File: config.mk
export PLATFORM = sky130hd
export DESIGN_NAME = ula_multipalavra_seq
export DESIGN_NICKNAME = d
export VERILOG_FILES = /design/src/rtl/ula_multipalavra_seq.sv
export SDC_FILE = /design/constraint.sdc
export NUM_CORES = 1
export LEC_CHECK = 0
export BUFFER_PORTS_ARGS = -buffer_cell sky130_fd_sc_hd__buf_2
export CORE_MARGIN = 2
export CORE_UTILIZATION = 28
export CTS_CLUSTER_DIAMETER = 60
export DETAILED_ROUTE_END_ITERATION = 10
export GPL_ROUTABILITY_DRIVEN = 0
export GPL_TIMING_DRIVEN = 0
export SYNTH_ARGS = -nofsm -noshare
export SYNTH_HDL_FRONTEND = slang
export SYNTH_SLANG_ARGS = --single-unit
File: constraint.sdc
create_clock -name clk -period 1.2 [get_ports clk]
set_input_delay 0.06 -clock clk [delete_from_list [all_inputs] [get_ports clk]]
set_output_delay 0.06 -clock clk [all_outputs]
set_load 0.02 [all_outputs]
File: src/rtl/ula_multipalavra_seq.sv
// Word-serial multi-precision add/subtract sequencer driving the combinational ULA_AR.
// One ALU word per clock, carry/borrow chained through the ALU carry flag.
module ula_multipalavra_seq #(
  parameter int         WORD_W    = 3,
  parameter int         N_WORDS   = 2,
  parameter logic [4:0] OP_ADD    = 5'b00000,
  parameter logic [4:0] OP_ADDINC = 5'b00001,
  parameter logic [4:0] OP_SUB    = 5'b00010,
  parameter logic [4:0] OP_SUBDEC = 5'b00100
) (
  input  logic                        clk,
  input  logic                        rst_n,
  input  logic                        start,
  input  logic                        op_sub,
  input  logic [WORD_W*N_WORDS-1:0]   opa_in,
  input  logic [WORD_W*N_WORDS-1:0]   opb_in,
  output logic                        busy,
  output logic                        done,
  output logic [WORD_W*N_WORDS-1:0]   result,
  output logic                        carry_out,
  output logic                        overflow,
  output logic                        sign,
  output logic                        zero,
  output logic [WORD_W-1:0]           ula_a,
  output logic [WORD_W-1:0]           ula_b,
  output logic [4:0]                  ula_op,
  input  logic [WORD_W-1:0]           ula_resu,
  input  logic                        ula_c,
  input  logic                        ula_o,
  input  logic                        ula_s,
  input  logic                        ula_z
);

  localparam int TOT_W = WORD_W * N_WORDS;
  localparam int IDX_W = (N_WORDS > 1) ? $clog2(N_WORDS) : 1;
  localparam logic [IDX_W-1:0] LAST_IDX = IDX_W'(N_WORDS - 1);

  typedef enum logic [1:0] {
    IDLE = 2'd0,
    RUN  = 2'd1,
    FIM  = 2'd2
  } state_t;

  state_t             state_q;
  logic [IDX_W-1:0]   idx_q;
  logic [TOT_W-1:0]   opa_q;
  logic [TOT_W-1:0]   opb_q;
  logic               sub_q;
  logic               carry_q;
  logic               zacc_q;
  logic [TOT_W-1:0]   result_q;
  logic               carry_out_q;
  logic               overflow_q;
  logic               sign_q;
  logic               zero_q;
  logic               done_q;

  assign busy      = (state_q != IDLE);
  assign done      = done_q;
  assign result    = result_q;
  assign carry_out = carry_out_q;
  assign overflow  = overflow_q;
  assign sign      = sign_q;
  assign zero      = zero_q;

  // For subtraction the ALU C flag means "no borrow", so a clear C selects the decrementing op.
  always_comb begin
    ula_a  = '0;
    ula_b  = '0;
    ula_op = OP_ADD;
    if (state_q == RUN) begin
      ula_a = opa_q[idx_q*WORD_W +: WORD_W];
      ula_b = opb_q[idx_q*WORD_W +: WORD_W];
      if (idx_q == '0)
        ula_op = sub_q ? OP_SUB : OP_ADD;
      else if (!sub_q)
        ula_op = carry_q ? OP_ADDINC : OP_ADD;
      else
        ula_op = carry_q ? OP_SUB : OP_SUBDEC;
    end
  end

  always_ff @(posedge clk) begin
    if (!rst_n) begin
      state_q     <= IDLE;
      idx_q       <= '0;
      opa_q       <= '0;
      opb_q       <= '0;
      sub_q       <= 1'b0;
      carry_q     <= 1'b0;
      zacc_q      <= 1'b0;
      result_q    <= '0;
      carry_out_q <= 1'b0;
      overflow_q  <= 1'b0;
      sign_q      <= 1'b0;
      zero_q      <= 1'b0;
      done_q      <= 1'b0;
    end else begin
      done_q <= 1'b0;
      case (state_q)
        IDLE: begin
          if (start) begin
            opa_q   <= opa_in;
            opb_q   <= opb_in;
            sub_q   <= op_sub;
            idx_q   <= '0;
            zacc_q  <= 1'b1;
            state_q <= RUN;
          end
        end
        RUN: begin
          result_q[idx_q*WORD_W +: WORD_W] <= ula_resu;
          carry_q <= ula_c;
          zacc_q  <= zacc_q & ula_z;
          if (idx_q == LAST_IDX) begin
            carry_out_q <= ula_c;
            overflow_q  <= ula_o;
            sign_q      <= ula_s;
            zero_q      <= zacc_q & ula_z;
            done_q      <= 1'b1;
            state_q     <= FIM;
          end else begin
            idx_q <= idx_q + 1'b1;
          end
        end
        FIM: begin
          state_q <= IDLE;
        end
        default: begin
          state_q <= IDLE;
        end
      endcase
    end
  end

endmodule
==> results of run 1 <==
[flip-flops by register name (all words and copies together) (netlist names)]
signal / flops
opb_q: 6
done: 1
carry_q: 1
zero: 1
carry_out: 1
sub_q: 1
zacc_q: 1
idx_q: 1
opa_q: 6
result: 6
state_q: 2
sign: 1
overflow: 1
[kinds of logic (layout without fill, tap and decap cells)]
family / after synthesis / count (layout) / synth area share, %
simple gates: 63 / 63 / 23.2
flops: 29 / 29 / 45.3
compound gates: 25 / 25 / 13.8
buf+inv: 15 / 79 / 8.79
mux: 11 / 11 / 8.59
other cells: 1 / 2 / 0.293
[power groups by stage]
stage / combinational (W) / sequential [W] / clock, W
floorplan: 0.000236 / 0.00108 / 0
global placement: 0.000354 / 0.00107 / 0
detailed placement: 0.000356 / 0.00107 / 0
CTS: 0.000456 / 0.00106 / 0.000813
global route: 0.000561 / 0.00107 / 0.000859
finish: 0.000519 / 0.00107 / 0.000794
[layer usage]
layer	GRT usage, %	vias to the layer above	wire length (um)
met5	0	-	0
met4	5.66	0	57
met3	4.78	5	140
met2	21.8	32	1680
met1	18.4	537	1600
li1	-	613	-
[worst paths after layout]
| check | to | from | slack, ns |
|---|---|---|---|
| worst max register to register | opa_q[4] | state_q[1] | -0.13 |
| worst max-delay path | opa_q[4] | state_q[1] | -0.13 |
| worst min-delay path | sign | ula_s | 0.01 |
| worst min register to register | overflow | overflow | 0.45 |
[cells in the final DEF (no fill, tap or decap)]
cell type  netlist  routed
a21oi_1          1       1
and2_1           1       1
and2b_1          1       1
buf_12           1       2
buf_16           0       2
buf_2            2      34
buf_4            5      14
buf_6            1      14
buf_8            1       2
clkbuf_1         3       3
clkbuf_8         0       6
conb_1           1       2
dfxtp_1         29      26
dfxtp_2          0       1
dfxtp_4          0       2
inv_1            2       1
inv_2            0       1
mux2i_1         11       7
mux2i_4          0       4
nand2_1         22      22
nand2b_1         1       1
nand3_1         21      17
nand3_2          0       4
nand3b_4         0       1
nor2_1          10       5
nor2_2           1       2
nor2_4           0       4
nor3_1           1       1
nor3b_4          0       2
o21ai_0         10       2
o21ai_1          0       8
o21ai_2         13      13
o21bai_1         1       1
or2_2            1       1
or3b_1           1       1
[worst register-to-register path, delay by kind of cell, from the launching register on]
kind	cells	cell delay (ns)
AND/OR/NAND/NOR	1	0.38
buffers and inverters	3	0.42
AO/OA/AOI/OAI	1	0.12
flip-flops	1	0.34
[cell type report]
type	instances	area (um^2)	area share [%]
multi-input combinational	101	726	35.6
inverter	2	7.51	0.368
buffer	11	100	4.91
sequential	29	589	28.9
timing repair buffer	59	465	22.8
tap	52	65.1	3.19
clock buffer	7	86.3	4.23
[metrics by stage]
step | total power, W | setup slack [ns]
finish | 0.00238 | -0.134
global route | 0.00249 | -0.172
CTS | 0.00232 | -0.162
detailed placement | 0.00143 | -0.242
global placement | 0.00143 | -0.242
floorplan | 0.00132 | -0.00995
[what timing repair did]
action                                  4_1_cts  5_1_grt
gates resized for setup                      23       41
endpoints found under the setup margin       28       25
setup buffers                                11        4
pin swaps                                     9        5
gates cloned                                  2        0
==> reports/metrics.cfg, run 1 <==
[power]
pwr-share-seq_pct = 44.9
worst_ir_drop_vdd_mv = 0.601
p_leak_nw = 0.893
power_switching_w = 0.000641
p_per_area_mw_per_mm2 = 1170
intPower_w = 0.00174
switching_share_pct = 26.9
p_clk_share_pct = 33.4
combPwrFrac_pct = 21.8

[drt]
dr.pass1.iters = 4
viasPerCell = 4.55
num_vias = 1187
drc = 0
postRouteAntennaNets = 0
wl_um = 3480
drt-initial-drc-count = 49
wl_per_cell_um = 13.3

[clock_network]
postCtsHoldBufs = 0
clkTransAtPathRegs_ns = 0.06
numCtsBuffers = 5
clockBufferDepth = 2
clockRootBuffer = clkbuf_8
cts.sinks = 29
cts_tree = built
htree_num_levels = 2
worstSkewPairLatency_ns = 0.27

[setup_path]
worstSetupEndpointType = register
path_cells = or3b_1 -> buf_6 -> buf_6 -> buf_16 -> o21ai_2
cp_top_family = buffers and inverters
path_class = reg -> reg
worstPathRequired_ns = 1.40
slowest_stage = or3b_1
cp_num_buf_inv = 3
setup.worst_path.start_class = register
critical-path-top-cell-by-count = buf_6
max_stage_delay_ns = 0.38
reg2reg_depth = 5
cp_max_fo = 7
critical_path_depth = 5
worstPathArrival_ns = 1.54

[floorplan]
dieArea_mm2 = 0.00513
coreArea_mm2 = 0.00438
io_pins = 46
die_y_um = 71.6
start_util_pct = 29.2
rows = 24
fp.dieW_um = 71.6

[timing]
setup_slack_ns = -0.134
holdWs_ns = 0.0149
hold_viol = 0
finalClockSkew_ns = 0.00232
rsz0062_at_grt = yes
finalSetupTns_ns = -1.80
min_period_ns = 1.33
finalSetupViolCount = 22
drv_slew = 0
fmax_mhz = 750
timing.final.crit_share_pct = 111

[synthesis]
syn_inst = 144
synthMostInstantiatedCell = dfxtp_1
netlist_area_mm2 = 0.00128
synth_top_area_share_pct = 45.3
synthFlopType = dfxtp_1
synth-seq-cells = 29
synth_commonest_cells = 29 x dfxtp_1, 22 x nand2_1, 21 x nand3_1
synth-edff-count = 0
ys_warn_count = 0
ys_seq_area_share_pct = 45.3
yosys.cell_types.count = 26
async_flop_share_pct = 0
yosysTopAreaCell = dfxtp_1
syn_area_per_cell_um2 = 8.90
synth_area_leaders = dfxtp_1 45%, o21ai_2 8.9%, mux2i_1 8.6%

[finish]
final_cell_area_mm2 = 0.00204
layout.nets = 232
instances_no_fill = 261
post-route-util_pct = 46.5
fill_cells = 419
area_growth_pct = 59.2
n_antenna_cell = 0
drive_gt1_share_pct = 52.2

[placement]
io_buffers = 42
dp_cells = 239
dpl_cell_area_mm2 = 0.00159
dp_hpwl_um = 2170

[hold_path]
hold_depth = 3
worst_hold_path_type = in -> reg

[global_route]
grt_pass1_vias = 1142
grt_pass1_wl_um = 5540
grt_usage_pct = 14.2
grt_max_degree = 11
antenna_found_initial = 0
grt_overflow = 0

[outcome]
status = finished with violations
violations = setup timing

[job]
cap_violations = 0

Power figures use the tool's default switching activity.
==> run 2: changes to the inputs <==
--- a/config.mk
+++ b/config.mk
@@ -12,6 +12,8 @@
 export DETAILED_ROUTE_END_ITERATION = 10
 export GPL_ROUTABILITY_DRIVEN = 0
 export GPL_TIMING_DRIVEN = 0
+export SETUP_SLACK_MARGIN = 0.1
+export SKIP_CTS_REPAIR_TIMING = 1
 export SYNTH_ARGS = -nofsm -noshare
 export SYNTH_HDL_FRONTEND = slang
 export SYNTH_SLANG_ARGS = --single-unit
==> run 2 against run 1 <==
  * The run still ends with setup timing left
  * Critical path type is now reg -> out
  * Sequential cell count did not move
  * Hold slack lost 0.0070 ns
  * Clock skew grew 0.0029 ns
  * Sequential power hardly changed
  * Routed wire length fell by 7.1%
  * Cell count is 1.9% lower
  * Clock-buffer cell count unchanged
==> reports/metrics.cfg, run 2 (synthesis results as in run 1) <==
[finish]
final_common_cell = buf_2
fill_cells = 450  ; +7.4%
drive_gt1_share_pct = 51.0  ; -1.2 points
n_antenna_cell = 0  ; unchanged
layout.nets = 226  ; -2.6%
final_cell_area_mm2 = 0.00194  ; -4.9%
final_cell_mix = 35 x buf_2, 26 x dfxtp_1, 22 x nand2_1
regArea_um2 = 589  ; unchanged
area_growth_pct = 51.4
multi_input_area_um2 = 696  ; -4.1%

[timing]
rsz0062_at_grt = yes
min_period_ns = 1.40  ; +0.0617 ns
setup_slack_ns = -0.196  ; -0.0617 ns
finalSetupViolCount = 22  ; unchanged
timing.final.crit_share_pct = 116  ; +5.1 points
hold_viol = 0  ; unchanged
fmax_mhz = 716  ; -4.4%
drv_slew = 0  ; unchanged
finalClockSkew_ns = 0.00527  ; +0.00295 ns

[setup_path]
worstSetupEndpointType = primary output
path_class = reg -> out
worstPathArrival_ns = 1.34  ; -0.20 ns
cp_max_fo = 7  ; unchanged
worstPathRequired_ns = 1.14  ; -0.26 ns
setup.worst_path.start_class = register

[floorplan]
fp.dieW_um = 71.6  ; unchanged
rows = 24  ; unchanged
start_util_pct = 29.2  ; unchanged
dieArea_mm2 = 0.00513  ; unchanged
io_pins = 46  ; unchanged
die_y_um = 71.6  ; unchanged
coreArea_mm2 = 0.00438  ; unchanged

[drt]
drc = 0  ; unchanged
maxUsedRoutingLayer = met4
viasPerCell = 4.60  ; +1.2%
wl_per_cell_um = 12.6  ; -5.3%
drt-initial-drc-count = 23  ; -53%
dr_wl_met3_um = 228  ; +63%
dr.pass1.iters = 4  ; unchanged
wl_met2_um = 1490  ; -11%
postRouteAntennaNets = 0  ; unchanged
wl_um = 3230  ; -7.1%
wirelength_met1_um = 1460  ; -8.8%
num_vias = 1178  ; -0.76%

[global_route]
grt_usage_pct = 12.6  ; -1.6 points
antenna_found_initial = 0  ; unchanged
grt_pass1_vias = 1059  ; -7.3%
grt_pass1_wl_um = 4910  ; -11%
grt_overflow = 0  ; unchanged
grt_max_degree = 11  ; unchanged

[placement]
dpl_cell_area_mm2 = 0.00163  ; +2.5%
place_ws_ns = -0.200  ; +0.0417 ns
io_buffers = 42  ; unchanged
dp_hpwl_um = 2180  ; +0.65%

[clock_network]
numCtsBuffers = 5  ; unchanged
clkTransAtPathRegs_ns = 0.06  ; about the same
cts_tree = built
clockBufferDepth = 2  ; unchanged
worstSkewPairLatency_ns = 0.28  ; about the same
clockRootBuffer = clkbuf_8
htree_num_levels = 2  ; unchanged
cts.sinks = 29  ; unchanged

[hold_path]
worst_hold_path_type = in -> reg

[power]
worst_ir_drop_vdd_mv = 0.790  ; +31%
p_leak_nw = 0.863  ; -3.4%
p_per_area_mw_per_mm2 = 1220  ; +4.9%

[outcome]
violations = setup timing
status = finished with violations

[job]
cap_violations = 0  ; unchanged

## run 2: power by group
part | internal [W] | switching [W]
clock | 0.000517 | 0.000358
sequential | 0.00102 | 0.0000406
combinational | 0.000214 | 0.000228
total | 0.00175 | 0.000626
## run 2: path summary, 6_finish.rpt
check,from,to,slack (ns),cells after the start
max,state_q[1],ula_op[0],-0.20,4
min reg2reg,result[2],result[2],0.46,2
max reg2reg,state_q[1],opa_q[2],-0.07,5
min,ula_o,overflow,0.008,3
## run 2: critical path, cell delays in order (launching register included)
cell and delay [ns]:
dfxtp_4 0.35, nand3b_4 0.20, buf_8 0.17, nor3b_4 0.19, buf_6 0.14
## run 2: area by class of cell
class	instances	area share [%]
multi-input cells	101	35.9
flip-flops and latches	29	30.4
repair buffers	51	18.0
plain buffers	13	6.77
clock buffers	7	4.97
well taps	52	3.35
inverters	2	0.387
clock inverters	1	0.258
## run 2: per-layer routing
| layer | track usage (%) | vias up |
|---|---|---|
| met1 | 16.4 | 536 |
| met3 | 4.36 | 6 |
| met2 | 18.8 | 36 |
| met5 | 0 | - |
| li1 | - | 600 |
| met4 | 5.66 | 0 |
## run 2: stage by stage
stage / std cells / hold slack (ns) / setup TNS, ns / utilization [%] / power, W
floorplan: 145 / 0.200 / 0 / - / 0.00133
global placement: 239 / 0.304 / -0.723 / 37.2 / 0.00144
detailed placement: 239 / 0.314 / -0.760 / 37.2 / 0.00144
CTS: 247 / 0.0155 / -2.73 / 39.5 / 0.00233
global route: 256 / 0.0279 / -2.74 / 44.2 / 0.00249
finish: 256 / 0.00792 / -1.46 / 44.2 / 0.00237
==> run 3: changes to the inputs <==
--- a/config.mk
+++ b/config.mk
@@ -6,12 +6,10 @@
 export NUM_CORES = 1
 export LEC_CHECK = 0
 export BUFFER_PORTS_ARGS = -buffer_cell sky130_fd_sc_hd__buf_2
-export CORE_MARGIN = 2
 export CORE_UTILIZATION = 28
 export CTS_CLUSTER_DIAMETER = 60
 export DETAILED_ROUTE_END_ITERATION = 10
 export GPL_ROUTABILITY_DRIVEN = 0
-export GPL_TIMING_DRIVEN = 0
 export SETUP_SLACK_MARGIN = 0.1
 export SKIP_CTS_REPAIR_TIMING = 1
 export SYNTH_ARGS = -nofsm -noshare
==> run 3 against run 2 <==
  * The flow still finishes with violations (setup timing)
  * Die area down 5.5%
  * Non-clock buffer count shrank 5
  * Hold slack improved by 0.0086 ns
  * Power shrank 0.97%
  * Sequential cell count unchanged
  * Critical endpoint is now ula_a[0]
==> reports/metrics.cfg, run 3 (synthesis results as in run 1) <==
[timing]
finalSetupViolCount = 19  ; -14%
hold_viol = 0  ; unchanged
setup_slack_ns = -0.0921  ; +0.104 ns
finalSetupTns_ns = -0.803  ; +0.659 ns
min_period_ns = 1.29  ; -0.104 ns
timing.final.crit_share_pct = 108  ; -8.6 points
rsz0062_at_grt = yes
drv_slew = 0  ; unchanged
fmax_mhz = 774  ; +8.0%
finalClockSkew_ns = 0.00715  ; +0.00188 ns

[finish]
final_common_cell = buf_2
final_cell_mix = 33 x buf_2, 26 x dfxtp_1, 22 x nand2_1
area_growth_pct = 59.1
fill_cells = 431  ; -4.2%
instances_no_fill = 251  ; -2.0%
post-route-util_pct = 46.5  ; +2.3 points
layout.nets = 221  ; -2.2%
drive_gt1_share_pct = 57.3  ; +6.3 points
n_antenna_cell = 0  ; unchanged

[power]
switching_share_pct = 29.2  ; +2.9 points
p_leak_nw = 0.855  ; -0.89%
p_per_area_mw_per_mm2 = 1150  ; -5.8%
p_clk_share_pct = 33.5  ; -3.3 points
intPower_w = 0.00166  ; -4.8%
pwr-share-seq_pct = 45.4  ; +0.9 points
power_switching_w = 0.000687  ; +9.8%
worst_ir_drop_vdd_mv = 0.706  ; -11%
combPwrFrac_pct = 21.0  ; +2.4 points

[job]
cap_violations = 0  ; unchanged

[drt]
wl_um = 3060  ; -5.3%
postRouteAntennaNets = 0  ; unchanged
viasPerCell = 4.56  ; -0.95%
drc = 0  ; unchanged
num_vias = 1144  ; -2.9%
dr.pass1.iters = 4  ; unchanged
wl_per_cell_um = 12.2  ; -3.4%
drt-initial-drc-count = 23  ; unchanged

[placement]
place_ws_ns = 0.0261  ; +0.226 ns
io_buffers = 43  ; +2.4%
dp_cells = 238  ; -0.42%
dp_hpwl_um = 1950  ; -10%

[floorplan]
coreArea_mm2 = 0.00438  ; unchanged
start_util_pct = 29.2  ; unchanged
fp.dieW_um = 69.6  ; -2.8%
rows = 24  ; unchanged
dieArea_mm2 = 0.00485  ; -5.5%
die_y_um = 69.6  ; -2.8%
io_pins = 46  ; unchanged

[setup_path]
cp_max_fo = 6  ; -1
setup.worst_path.start_class = register
worstPathArrival_ns = 1.23  ; -0.11 ns
worstPathRequired_ns = 1.14  ; about the same
path_class = reg -> out
worstSetupEndpointType = primary output

[outcome]
status = finished with violations
violations = setup timing

[clock_network]
cts.sinks = 29  ; unchanged
clockRootBuffer = clkbuf_8
numCtsBuffers = 5  ; unchanged
worstSkewPairLatency_ns = 0.28  ; about the same
clkTransAtPathRegs_ns = 0.07  ; about the same
clockBufferDepth = 2  ; unchanged
htree_num_levels = 2  ; unchanged
cts_tree = built

[global_route]
antenna_found_initial = 0  ; unchanged
grt_usage_pct = 11.8  ; -0.85 points
grt_pass1_vias = 941  ; -11%
grt_max_degree = 27  ; +16
grt_pass1_wl_um = 4390  ; -11%
grt_overflow = 0  ; unchanged

[hold_path]
worst_hold_path_type = in -> reg

## run 3: changes by cell type in the layout (fill, tap and decap cells not counted), moves of 3 or more
| cell | delta |
|---|---|
| buf_4 | -7 |
| buf_6 | +6 |
| nand3_1 | -6 |
| nand3_2 | +5 |
| nor2_1 | -3 |
| nor2_4 | +3 |
## run 3: power by group through the flow
stage / clock network, W / logic [W] / registers, W
2_1_floorplan: 0 / 0.000245 / 0.00109
3_3_place_gp: 0 / 0.000358 / 0.00107
3_5_place_dp: 0 / 0.000361 / 0.00107
4_1_cts: 0.000815 / 0.000362 / 0.00105
5_1_grt: 0.000862 / 0.000535 / 0.00107
6_report: 0.000788 / 0.000494 / 0.00107
## run 3: cell type report
type / count / area, um^2 / share of cell area [%]
clock buffers: 5 / 68.8 / 3.38
well taps: 52 / 65.1 / 3.19
repair buffers: 59 / 493 / 24.2
inverters: 2 / 7.51 / 0.368
flip-flops and latches: 29 / 589 / 28.9
multi-input cells: 101 / 797 / 39.1
clock inverters: 3 / 17.5 / 0.859
## run 3: worst max-delay path, stage by stage, from the launching register on
cell and delay (ns):
dfxtp_4 0.39, buf_12 0.14, mux2i_4 0.24, nor2_4 0.05
buf_6 0.12
## run 3: through the flow
stage | hold slack [ns] | total power, W | area [um^2]
after floorplan | 0.200 | 0.00133 | 1350
after global placement | 0.307 | 0.00143 | 1640
after detailed placement | 0.315 | 0.00144 | 1640
after CTS | 0.0117 | 0.00223 | 1730
after global routing | 0.0126 | 0.00247 | 2040
final | 0.0165 | 0.00235 | 2040
## run 3: path summary, 6_finish.rpt
| path | depth (start not counted) | slack, ns | endpoint | startpoint |
|---|---|---|---|---|
| setup / recovery | 4 | -0.09 | ula_a[0] | idx_q |
| hold / removal | 3 | 0.02 | sign | ula_s |
| setup reg to reg | 4 | -0.04 | opb_q[4] | state_q[1] |
| hold reg to reg | 2 | 0.46 | result[0] | result[0] |
## run 3: metal layers
| metal | global-route usage, % | wire (um) |
|---|---|---|
| met1 | 14.0 | 1360 |
| met2 | 18.3 | 1480 |
| met3 | 4.07 | 142 |
| met4 | 6.67 | 76 |
| met5 | 0 | 0 |
